==> config.mk <==
export PLATFORM = sky130hd
export DESIGN_NAME = fetch_stage
export DESIGN_NICKNAME = d
export VERILOG_FILES = /design/src/rtl/fetch_stage_pkg.sv /design/src/rtl/fetch_stage_en_flop.sv /design/src/rtl/fetch_stage.sv
export SDC_FILE = /design/constraint.sdc
export NUM_CORES = 1
export LEC_CHECK = 0
export CAP_MARGIN = 20
export CORE_MARGIN = 2
export CORE_UTILIZATION = 53
export DETAILED_ROUTE_END_ITERATION = 8
export PLACE_DENSITY = 0.95
export SETUP_SLACK_MARGIN = 0.5
export SLEW_MARGIN = 25
export SYNTH_ARGS = -nofsm -noshare
export SYNTH_HDL_FRONTEND = slang
export SYNTH_SLANG_ARGS = --single-unit
==> constraint.sdc <==
create_clock -name clk -period 4.6 [get_ports clk]
set_clock_uncertainty 0.2 [all_clocks]
set_input_delay 1.15 -clock clk [delete_from_list [all_inputs] [get_ports clk]]
set_output_delay 1.15 -clock clk [all_outputs]
set_load 0.05 [all_outputs]
==> src/rtl/fetch_stage_pkg.sv <==
// Shared definitions for the IF stage: reset PC, fetch FSM encodings, the nop
// word and the bundle registered toward ID.
package fetch_stage_pkg;

  localparam logic [31:0] RESET_PC_DEFAULT = 32'hBFC0_0000;
  localparam logic [31:0] NOP_INST         = 32'h0000_0000;
  localparam logic [31:0] PC_STEP          = 32'd4;

  typedef enum logic [1:0] {
    S_REQ  = 2'd0,
    S_WAIT = 2'd1,
    S_HOLD = 2'd2
  } fetch_state_e;

  typedef struct packed {
    logic [31:0] inst;
    logic        in_ds;
    logic        valid;
    logic        adel;
  } id_bundle_t;

  function automatic logic pc_misaligned(input logic [31:0] pc);
    return pc[1:0] != 2'b00;
  endfunction

endpackage

==> src/rtl/fetch_stage_en_flop.sv <==
// Enable flop with synchronous active-high clear; holds its value when en is low.
module fetch_stage_en_flop #(
  parameter int W = 1
) (
  input  logic         clk,
  input  logic         rst,
  input  logic         en,
  input  logic [W-1:0] d,
  output logic [W-1:0] q
);

  logic [W-1:0] val_q;
  logic [W-1:0] val_d;

  always_comb begin
    val_d = val_q;
    if (en) val_d = d;
  end

  always_ff @(posedge clk) begin
    if (rst) val_q <= '0;
    else     val_q <= val_d;
  end

  assign q = val_q;

endmodule

==> src/rtl/fetch_stage.sv <==
// IF stage: owns the PC, runs one outstanding fetch at a time over the
// req/addr_ok/data_ok bus, and registers the fetched instruction toward ID.
module fetch_stage
  import fetch_stage_pkg::*;
#(
  parameter logic [31:0] RESET_PC = RESET_PC_DEFAULT
) (
  input  logic         clk,
  input  logic         rst,
  input  logic         if_stall_i,
  input  logic         if_flush_i,
  input  logic [31:0]  if_flush_pc_i,
  input  logic         id_branch_en_i,
  input  logic [31:0]  id_branch_pc_i,
  output logic         inst_req_o,
  output logic [31:0]  inst_addr_o,
  input  logic         inst_addr_ok_i,
  input  logic         inst_data_ok_i,
  input  logic [31:0]  inst_rdata_i,
  output logic [31:0]  id_pc_o,
  output logic [31:0]  id_inst_o,
  output logic         id_in_delay_slot_o,
  output logic         id_valid_o,
  output logic         id_adel_o,
  output fetch_state_e dbg_state_o
);

  // Handshake: a fetch is accepted in the cycle inst_req_o and inst_addr_ok_i
  // are both high; its word returns in a later cycle with inst_data_ok_i.
  // Only one fetch is ever outstanding, so data_ok needs no tag.

  fetch_state_e state_q, state_d;
  logic [31:0]  pc_q, pc_d;
  logic         discard_q, discard_d;
  logic         pend_br_q, pend_br_d;
  logic [31:0]  pend_tgt_q, pend_tgt_d;
  logic         ds_flag_q, ds_flag_d;
  logic [31:0]  hold_inst_q, hold_inst_d;
  logic         hold_adel_q, hold_adel_d;

  logic         misaligned;
  logic         req_raw;
  logic         accepted;
  logic         arrived;
  logic [31:0]  arr_inst;
  logic         arr_adel;
  logic         deliver;
  logic [31:0]  dlv_inst;
  logic         dlv_adel;
  logic         dlv_ds;
  logic         take_branch;
  id_bundle_t   id_bundle_d;
  id_bundle_t   id_bundle_q;
  logic         id_bundle_en;

  always_comb begin
    state_d     = state_q;
    pc_d        = pc_q;
    discard_d   = discard_q;
    pend_br_d   = pend_br_q;
    pend_tgt_d  = pend_tgt_q;
    ds_flag_d   = ds_flag_q;
    hold_inst_d = hold_inst_q;
    hold_adel_d = hold_adel_q;
    arrived     = 1'b0;
    arr_inst    = NOP_INST;
    arr_adel    = 1'b0;
    deliver     = 1'b0;
    dlv_inst    = NOP_INST;
    dlv_adel    = 1'b0;
    dlv_ds      = ds_flag_q;
    misaligned  = pc_misaligned(pc_q);
    req_raw     = (state_q == S_REQ) && !misaligned;
    accepted    = req_raw && inst_addr_ok_i;
    take_branch = !if_stall_i && id_branch_en_i;

    if (if_flush_i) begin
      pc_d      = if_flush_pc_i;
      pend_br_d = 1'b0;
      ds_flag_d = 1'b0;
      // A response still owed by the bus must be swallowed when it lands.
      if ((state_q == S_WAIT && !inst_data_ok_i) || accepted) begin
        discard_d = 1'b1;
        state_d   = S_WAIT;
      end else begin
        discard_d = 1'b0;
        state_d   = S_REQ;
      end
    end else begin
      unique case (state_q)
        S_REQ: begin
          if (misaligned) begin
            arrived  = 1'b1;
            arr_inst = NOP_INST;
            arr_adel = 1'b1;
          end else if (inst_addr_ok_i) begin
            state_d = S_WAIT;
          end
        end
        S_WAIT: begin
          if (inst_data_ok_i) begin
            if (discard_q) begin
              discard_d = 1'b0;
              state_d   = S_REQ;
            end else begin
              arrived  = 1'b1;
              arr_inst = inst_rdata_i;
            end
          end
        end
        S_HOLD: begin
          if (!if_stall_i) begin
            deliver  = 1'b1;
            dlv_inst = hold_inst_q;
            dlv_adel = hold_adel_q;
            state_d  = S_REQ;
          end
        end
        default: state_d = S_REQ;
      endcase

      if (arrived) begin
        if (if_stall_i) begin
          hold_inst_d = arr_inst;
          hold_adel_d = arr_adel;
          state_d     = S_HOLD;
        end else begin
          deliver  = 1'b1;
          dlv_inst = arr_inst;
          dlv_adel = arr_adel;
          state_d  = S_REQ;
        end
      end

      // A branch seen alongside a delivery makes that word the delay slot.
      if (deliver) begin
        if (take_branch) begin
          dlv_ds = 1'b1;
          pc_d   = id_branch_pc_i;
        end else begin
          pc_d = pend_br_q ? pend_tgt_q : pc_q + PC_STEP;
        end
        pend_br_d = 1'b0;
        ds_flag_d = 1'b0;
      end else if (take_branch) begin
        pend_br_d  = 1'b1;
        pend_tgt_d = id_branch_pc_i;
        ds_flag_d  = 1'b1;
      end
    end
  end

  always_ff @(posedge clk) begin
    if (rst) begin
      state_q     <= S_REQ;
      pc_q        <= RESET_PC;
      discard_q   <= 1'b0;
      pend_br_q   <= 1'b0;
      pend_tgt_q  <= '0;
      ds_flag_q   <= 1'b0;
      hold_inst_q <= '0;
      hold_adel_q <= 1'b0;
    end else begin
      state_q     <= state_d;
      pc_q        <= pc_d;
      discard_q   <= discard_d;
      pend_br_q   <= pend_br_d;
      pend_tgt_q  <= pend_tgt_d;
      ds_flag_q   <= ds_flag_d;
      hold_inst_q <= hold_inst_d;
      hold_adel_q <= hold_adel_d;
    end
  end

  // Flush zeroes the ID bundle even while stalled; otherwise stall freezes it.
  always_comb begin
    id_bundle_en = if_flush_i || !if_stall_i;
    id_bundle_d  = '0;
    if (deliver) begin
      id_bundle_d.inst  = dlv_inst;
      id_bundle_d.in_ds = dlv_ds;
      id_bundle_d.valid = 1'b1;
      id_bundle_d.adel  = dlv_adel;
    end
  end

  fetch_stage_en_flop #(.W($bits(id_bundle_t))) u_id_bundle (
    .clk (clk),
    .rst (rst),
    .en  (id_bundle_en),
    .d   (id_bundle_d),
    .q   (id_bundle_q)
  );

  fetch_stage_en_flop #(.W(32)) u_id_pc (
    .clk (clk),
    .rst (rst),
    .en  (deliver),
    .d   (pc_q),
    .q   (id_pc_o)
  );

  assign inst_req_o         = req_raw && !rst;
  assign inst_addr_o        = pc_q;
  assign id_inst_o          = id_bundle_q.inst;
  assign id_in_delay_slot_o = id_bundle_q.in_ds;
  assign id_valid_o         = id_bundle_q.valid;
  assign id_adel_o          = id_bundle_q.adel;
  assign dbg_state_o        = state_q;

endmodule

==> out/qor.yml, run 1 <==
htree_levels: 4
synth.area.top_cells: "dfxtp_1 44%, nand2_1 8.9%, a21oi_1 8.7%"
vias_per_cell: 6.33
die_h_microns: 125
hold_violations: 0
rows: 44
worstMarginPinSlew_ns: 1.03
synth_edf_count: 0
cts_hold_buf: 0
cts.sinks: 169
dp_hpwl_microns: 17800
synth_ff_type: "dfxtp_1"
swShare: 0.309
p_int_uw: 2480
startpoint_type: "input pin"
setup_ws_ns: 0.994
outcome: "finished clean"
synth.most_common_cell: "nand2_1"
p_clk_frac: 0.387
drive_above_1_share: 0.0675
ios: 205
critical_path_arrival_ns: 3.76
syn_area_sq_um: 7770
max_freq_mhz: 277
nets: 1276
start_util: 0.539
grt_pass1_vias: 8097
report.final.slew_viol_count: 0
nFillCells: 1043
syn_nets: 1119
cap_violations: 0
grt_overflow_total: 0
cts_setup_buffers: 0
combinationalPowerShare: 0.171
core-area_sq_um: 14400
track_usage: 0.337
yosys_warnings: 0
ys_ff_latch: 169
io_buffers: 204
dieWidth_microns: 125
grt_max_degree: 104
wl_microns: 27200
hp-class: "flip-flop to flip-flop"
cts_max_path_buffers: 2
antenna_found_initial: 1
slew_headroom: 0.307
numCtsBuffers: 17
cts_resized: 0
synthDistinctLibCells: 64
dr_total_vias: 8673
min_period_ns: 3.61
end_kind: "flip-flop"
synth_commonest_cells: "184 x nand2_1, 169 x dfxtp_1, 135 x a21oi_1"
yosys.area.top_type: "dfxtp_1"
p_sw_uw: 1110
placed_area_sq_um: 9910
ir_drop_mv: 0.263
async_flop_share: 0
worstSetupPathType: "input pin to flip-flop"
design_area_sq_um: 10500
place.gp.congestion: 0.970
tns_ns: 0
dr.pass1.iters: 6
wl_per_cell_microns: 19.9
drt.antenna.violating_nets: 0
syn_avg_cell_area_sq_um: 7.66
drt_iter0_drc: 1137
synth_top_area_share: 0.435
clk_pin_slew_ns: 0.06
setup-violations-final: 0
p_seq_frac: 0.442
cts_root_buf: "clkbuf_16"
ys_seq_area_frac: 0.435
area_delta_synth_final_pct: 35.0
drcViolationCount: 0
rsz0062_at_grt: "false"
grt_pass1_wl_microns: 42300
p_leak_uw: 0.00358
pre_cts_slack_ns: 0.734
fin_crit_sh: 0.784
synthCells: 1015
p_per_area_nw_per_um2: 342
required_ns: 4.75
cts_tree: "yes"
clock_latency_ns: 0.43
fp.dieArea_sq_um: 15700
cp_max_fo: 20
-- stage by stage --
step                      utilization  total power (uW)  hold slack (ns)  cells
after detailed placement        0.687              2210            0.244   1337
after floorplan                     -              1940            0.231   1015
final                           0.727              3580            0.252   1370
after CTS                       0.727              3580            0.253   1369
after global placement          0.687              2200            0.238   1337
after global routing            0.727              3700            0.271   1369
-- layout make-up --
type                       count  area, sq um  area share
clock buffer                  18          439      0.0419
sequential                   169         3380       0.323
multi-input combinational    747         4060       0.387
tap                          184          230      0.0219
clock inverter                14          130      0.0124
timing repair buffer         226         2210       0.210
antenna                        1         2.50    0.000239
inverter                      11         41.3     0.00394
-- layout by cell type (no fill, tap or decap), drive strengths merged, types with 5 or more instances in the layout --
| master | instances |
|---|---|
| dfxtp | 169 |
| a21oi | 135 |
| xnor2 | 5 |
| and4 | 6 |
| a22oi | 64 |
| o31ai | 7 |
| and2 | 5 |
| nor4 | 10 |
| nand2 | 184 |
| clkinv | 5 |
| o211ai | 14 |
| nand3 | 29 |
| a211oi | 9 |
| a31oi | 5 |
| and3 | 13 |
| a311oi | 5 |
| buf | 24 |
| inv | 19 |
| clkdlybuf4s50 | 202 |
| clkbuf | 18 |
| o21ai | 26 |
| nor2 | 125 |
| nor3 | 13 |
| nand4 | 12 |
| nand2b | 8 |
-- routing by layer --
layer  vias up  global-route usage  wire length [microns]
li1       3922                   -                      -
met1      3989               0.403                   9830
met2       651               0.551                  12600
met3       111               0.107                   3460
met4         0               0.158                   1270
met5         -                   0                      0
-- flip-flops by register name, summed over array words and instances (netlist names) --
register	flops
u_id_bundle.q	35
ds_flag_q	1
pend_br_q	1
hold_inst_q	32
pend_tgt_q	32
inst_addr_o	32
discard_q	1
dbg_state_o	2
hold_adel_q	1
u_id_pc.q	32
-- critical path, cell delays in order --
cell and delay (ns):
clkdlybuf4s50_1 0.81, or2_2 0.24, o22ai_2 0.22, nor3_2 0.73
buf_4 0.37, nand2_1 0.08, a21oi_1 0.15
-- worst paths after layout --
kind	startpoint	end	slack, ns	cells after the start
max	if_stall_i	pend_tgt_q[25]	0.99	7
min	pend_tgt_q[30]	pend_tgt_q[30]	0.25	2
max reg2reg	dbg_state_o[1]	pend_tgt_q[25]	1.64	6
min reg2reg	pend_tgt_q[30]	pend_tgt_q[30]	0.25	2
-- power by group through the flow --
stage	registers [uW]	clock network [uW]	logic [uW]
2_1_floorplan	1710	0	237
3_3_place_gp	1610	0	590
3_5_place_dp	1610	0	597
4_1_cts	1580	1390	602
5_1_grt	1590	1460	645
6_report	1590	1390	613
-- cell families (layout without fill, tap and decap cells) --
kind of cell               Yosys count  after routing  share of synthesized area
AOI/OAI and AO/OA                  306            306                      0.250
muxes                                3              3                    0.00386
adders and majority gates            1              1                    0.00161
DFF                                169            169                      0.435
other                                0              1                          0
xor gates and xnor gates             9              9                     0.0101
buffers and inverters               99            269                     0.0497
and+or+nand+nor                    428            428                      0.249
Power figures use the tool's default switching activity.
==> run 2, diff against run 1 <==
--- a/config.mk
+++ b/config.mk
@@ -7,9 +7,9 @@
 export LEC_CHECK = 0
 export CAP_MARGIN = 20
 export CORE_MARGIN = 2
-export CORE_UTILIZATION = 53
+export CORE_UTILIZATION = 44
 export DETAILED_ROUTE_END_ITERATION = 8
-export PLACE_DENSITY = 0.95
+export PLACE_DENSITY = 0.87
 export SETUP_SLACK_MARGIN = 0.5
 export SLEW_MARGIN = 25
 export SYNTH_ARGS = -nofsm -noshare
==> constraint.sdc (replaced) <==
create_clock -name clk -period 3.3 [get_ports clk]
set_clock_uncertainty 0.2 [all_clocks]
set_input_delay 0.825 -clock clk [delete_from_list [all_inputs] [get_ports clk]]
set_output_delay 0.825 -clock clk [all_outputs]
set_load 0.05 [all_outputs]
==> run 2 against run 1 <==
Net effect:
- register-to-register slack worse by 1.1 ns
- wire length is 3.8% higher
- final cell count is 4.6% higher
- critical path type is now flip-flop to primary output
- utilization is 10 points lower
- largest power group unchanged
- total power is 43% higher
==> out/qor.yml, run 2 (synthesis results as in run 1) <==
outcome: "finished clean"  # unchanged
final_common_cell: "nand2_1"  # was clkdlybuf4s50_1
nFillCells: 1477  # was 1043
rows: 48  # was 44
drt_iter0_drc: 978  # was 1137
io_buffers: 204  # unchanged
wl_microns: 28200  # was 27200 microns
reg2reg_depth: 5  # was 6
setup-violations-final: 0  # unchanged
cts_tree: "yes"  # unchanged
startpoint_type: "flip-flop"  # was input pin
grt_max_degree: 81  # was 104
place.gp.congestion: 0.946  # was 0.970
start_util: 0.449  # was 0.539
ir_drop_mv: 0.399  # was 0.263 mV
hp-class: "flip-flop to flip-flop"  # unchanged
required_ns: 2.27  # was 4.75 ns
clock_latency_ns: 0.44  # was 0.43 ns
multi_input_area_sq_um: 4070  # was 4060 sq um
hold_end: "u_id_pc.q[23]"  # was pend_tgt_q[30]
cts.sinks: 169  # unchanged
grt_pass1_vias: 8226  # was 8097
holdPathStages: 2  # unchanged
drive_above_1_share: 0.0861  # was 0.0675
regArea_sq_um: 3380  # unchanged
dr_total_vias: 8631  # was 8673
cp_slowest_stage_delay_ns: 0.85  # was 0.81 ns
path_buf_inv: 1  # was 2
dr.pass1.iters: 5  # was 6
p_leak_uw: 0.00386  # was 0.00358 uW
area_delta_synth_final_pct: 39.2  # was 35.0%
r2r-start: "inst_addr_o[7]"  # was dbg_state_o[1]
vias_per_cell: 6.02  # was 6.33
hold_start: "u_id_pc.q[23]"  # was pend_tgt_q[30]
max_freq_mhz: 361
worstMarginPinSlew_ns: 0.860  # was 1.03 ns
cts_max_path_buffers: 2  # unchanged
numCtsBuffers: 17  # unchanged
drcViolationCount: 0  # unchanged
track_usage: 0.298  # was 0.337
fin_crit_sh: 0.839
htree_levels: 4  # unchanged
critPathTopFamily: "buffers and inverters"  # unchanged
cp_max_fo: 5  # was 20
p_per_area_nw_per_um2: 473  # was 342 nW/um^2
grt_overflow_total: 0  # unchanged
path_cells: "clkdlybuf4s50_1"  # was clkdlybuf4s50_1 > or2_2 > o22ai_2 > nor3_2 > buf_4 > nand2_1 > a21oi_1
cpMaxStageDelayCell: "clkdlybuf4s50_1"  # unchanged
slew_headroom: 0.426  # was 0.307
grt_pass1_wl_microns: 43300  # was 42300 microns
tns_ns: 0  # unchanged
hold_violations: 0  # unchanged
core-area_sq_um: 17300  # was 14400 sq um
dp_hpwl_microns: 19200  # was 17800 microns
cts_hold_buf: 0  # unchanged
worstReg2RegEnd: "inst_addr_o[31]"  # was pend_tgt_q[25]
cts_root_buf: "clkbuf_16"  # unchanged
min_period_ns: 2.77
fp.dieArea_sq_um: 18700  # was 15700 sq um
power.total_uw: 5120  # was 3580 uW
layout_common_cells: "184 x nand2_1, 179 x clkdlybuf4s50_1, 169 x dfxtp_1"  # was 202 x clkdlybuf4s50_1, 184 x nand2_1, 169 x dfxtp_1
antenna_cells: 0  # was 1
clk_pin_slew_ns: 0.07  # was 0.06 ns
drt.antenna.violating_nets: 0  # unchanged
end_kind: "primary output"  # was flip-flop
antenna_found_initial: 0  # was 1
rsz0062_at_grt: "true"  # was false
cap_violations: 0  # unchanged
largest_reg_flops: 35  # unchanged
nets: 1299  # was 1276
worstSetupPathType: "flip-flop to primary output"  # was input pin to flip-flop
critical_path_arrival_ns: 1.74  # was 3.76 ns
report.final.slew_viol_count: 0  # unchanged
wl_per_cell_microns: 19.7  # was 19.9 microns
ios: 205  # unchanged
rrSetupSlack_ns: 0.55  # was 1.64 ns
dieWidth_microns: 137  # was 125 microns
die_h_microns: 137  # was 125 microns
run 2: cell types whose count changed in the layout (fill, tap and decap cells not counted), moves of 2 or more:
cell and change:
clkdlybuf4s50_1 -23, dlygate4sd2_1 +18, buf_4 +16, buf_12 +7, dlymetal6s2s_1 +5, inv_6 -4, inv_8 +2
run 2: area by class of cell:
type | instances | area share
Timing Repair Buffer | 249 | 0.227
Clock inverter | 15 | 0.0151
Inverter | 11 | 0.00382
Sequential cell | 169 | 0.313
Multi-Input combinational cell | 747 | 0.376
Clock buffer | 17 | 0.0393
Tap cell | 225 | 0.0260
run 2: worst max-delay path by stage:
stage | start | endpoint | slack [ns] | depth (start not counted)
detailed placement | inst_data_ok_i | u_id_bundle.q[32] | 0.06 | 7
finish | inst_addr_o[31] | inst_addr_o[31] | 0.53 | 1
floorplan | rst | inst_req_o | 0.50 | 3
global route | inst_data_ok_i | inst_addr_o[29] | 0.44 | 7
CTS | inst_addr_o[16] | inst_addr_o[16] | 0.50 | 1
global placement | inst_data_ok_i | u_id_bundle.q[32] | 0.14 | 7
run 2: repair_timing:
action,4_1_cts,5_1_grt
endpoints found under the setup margin,19,29
setup buffers,0,0
pin swaps,0,0
gates resized for setup,19,6
run 2: per-stage QoR:
| stage | setup slack [ns] | hold slack [ns] | utilization | cell area [sq um] | instances |
|---|---|---|---|---|---|
| final | 0.532 | 0.253 | 0.626 | 10800 | 1433 |
| after global routing | 0.441 | 0.262 | 0.626 | 10800 | 1433 |
| after CTS | 0.503 | 0.253 | 0.625 | 10800 | 1433 |
| after detailed placement | 0.0585 | 0.244 | 0.592 | 10200 | 1401 |
| after global placement | 0.142 | 0.237 | 0.592 | 10200 | 1401 |
| after floorplan | 0.502 | 0.231 | - | 7810 | 1015 |
run 2: where the power goes:
group          switching, uW  internal, uW
registers               97.2          2110
logic                    551           354
clock network            933          1070
run 2: layer usage:
metal | vias to the layer above | GRT usage | wire (microns)
li1 | 3974 | - | -
met1 | 4017 | 0.368 | 10900
met2 | 546 | 0.474 | 13000
met3 | 94 | 0.0833 | 3010
met4 | 0 | 0.157 | 1230
met5 | - | 0 | 0
run 2: worst min-delay path: stages, from the launching register on:
cell,delay (ns)
dfxtp_1,0.31
nand2_1,0.05
a21oi_1,0.05
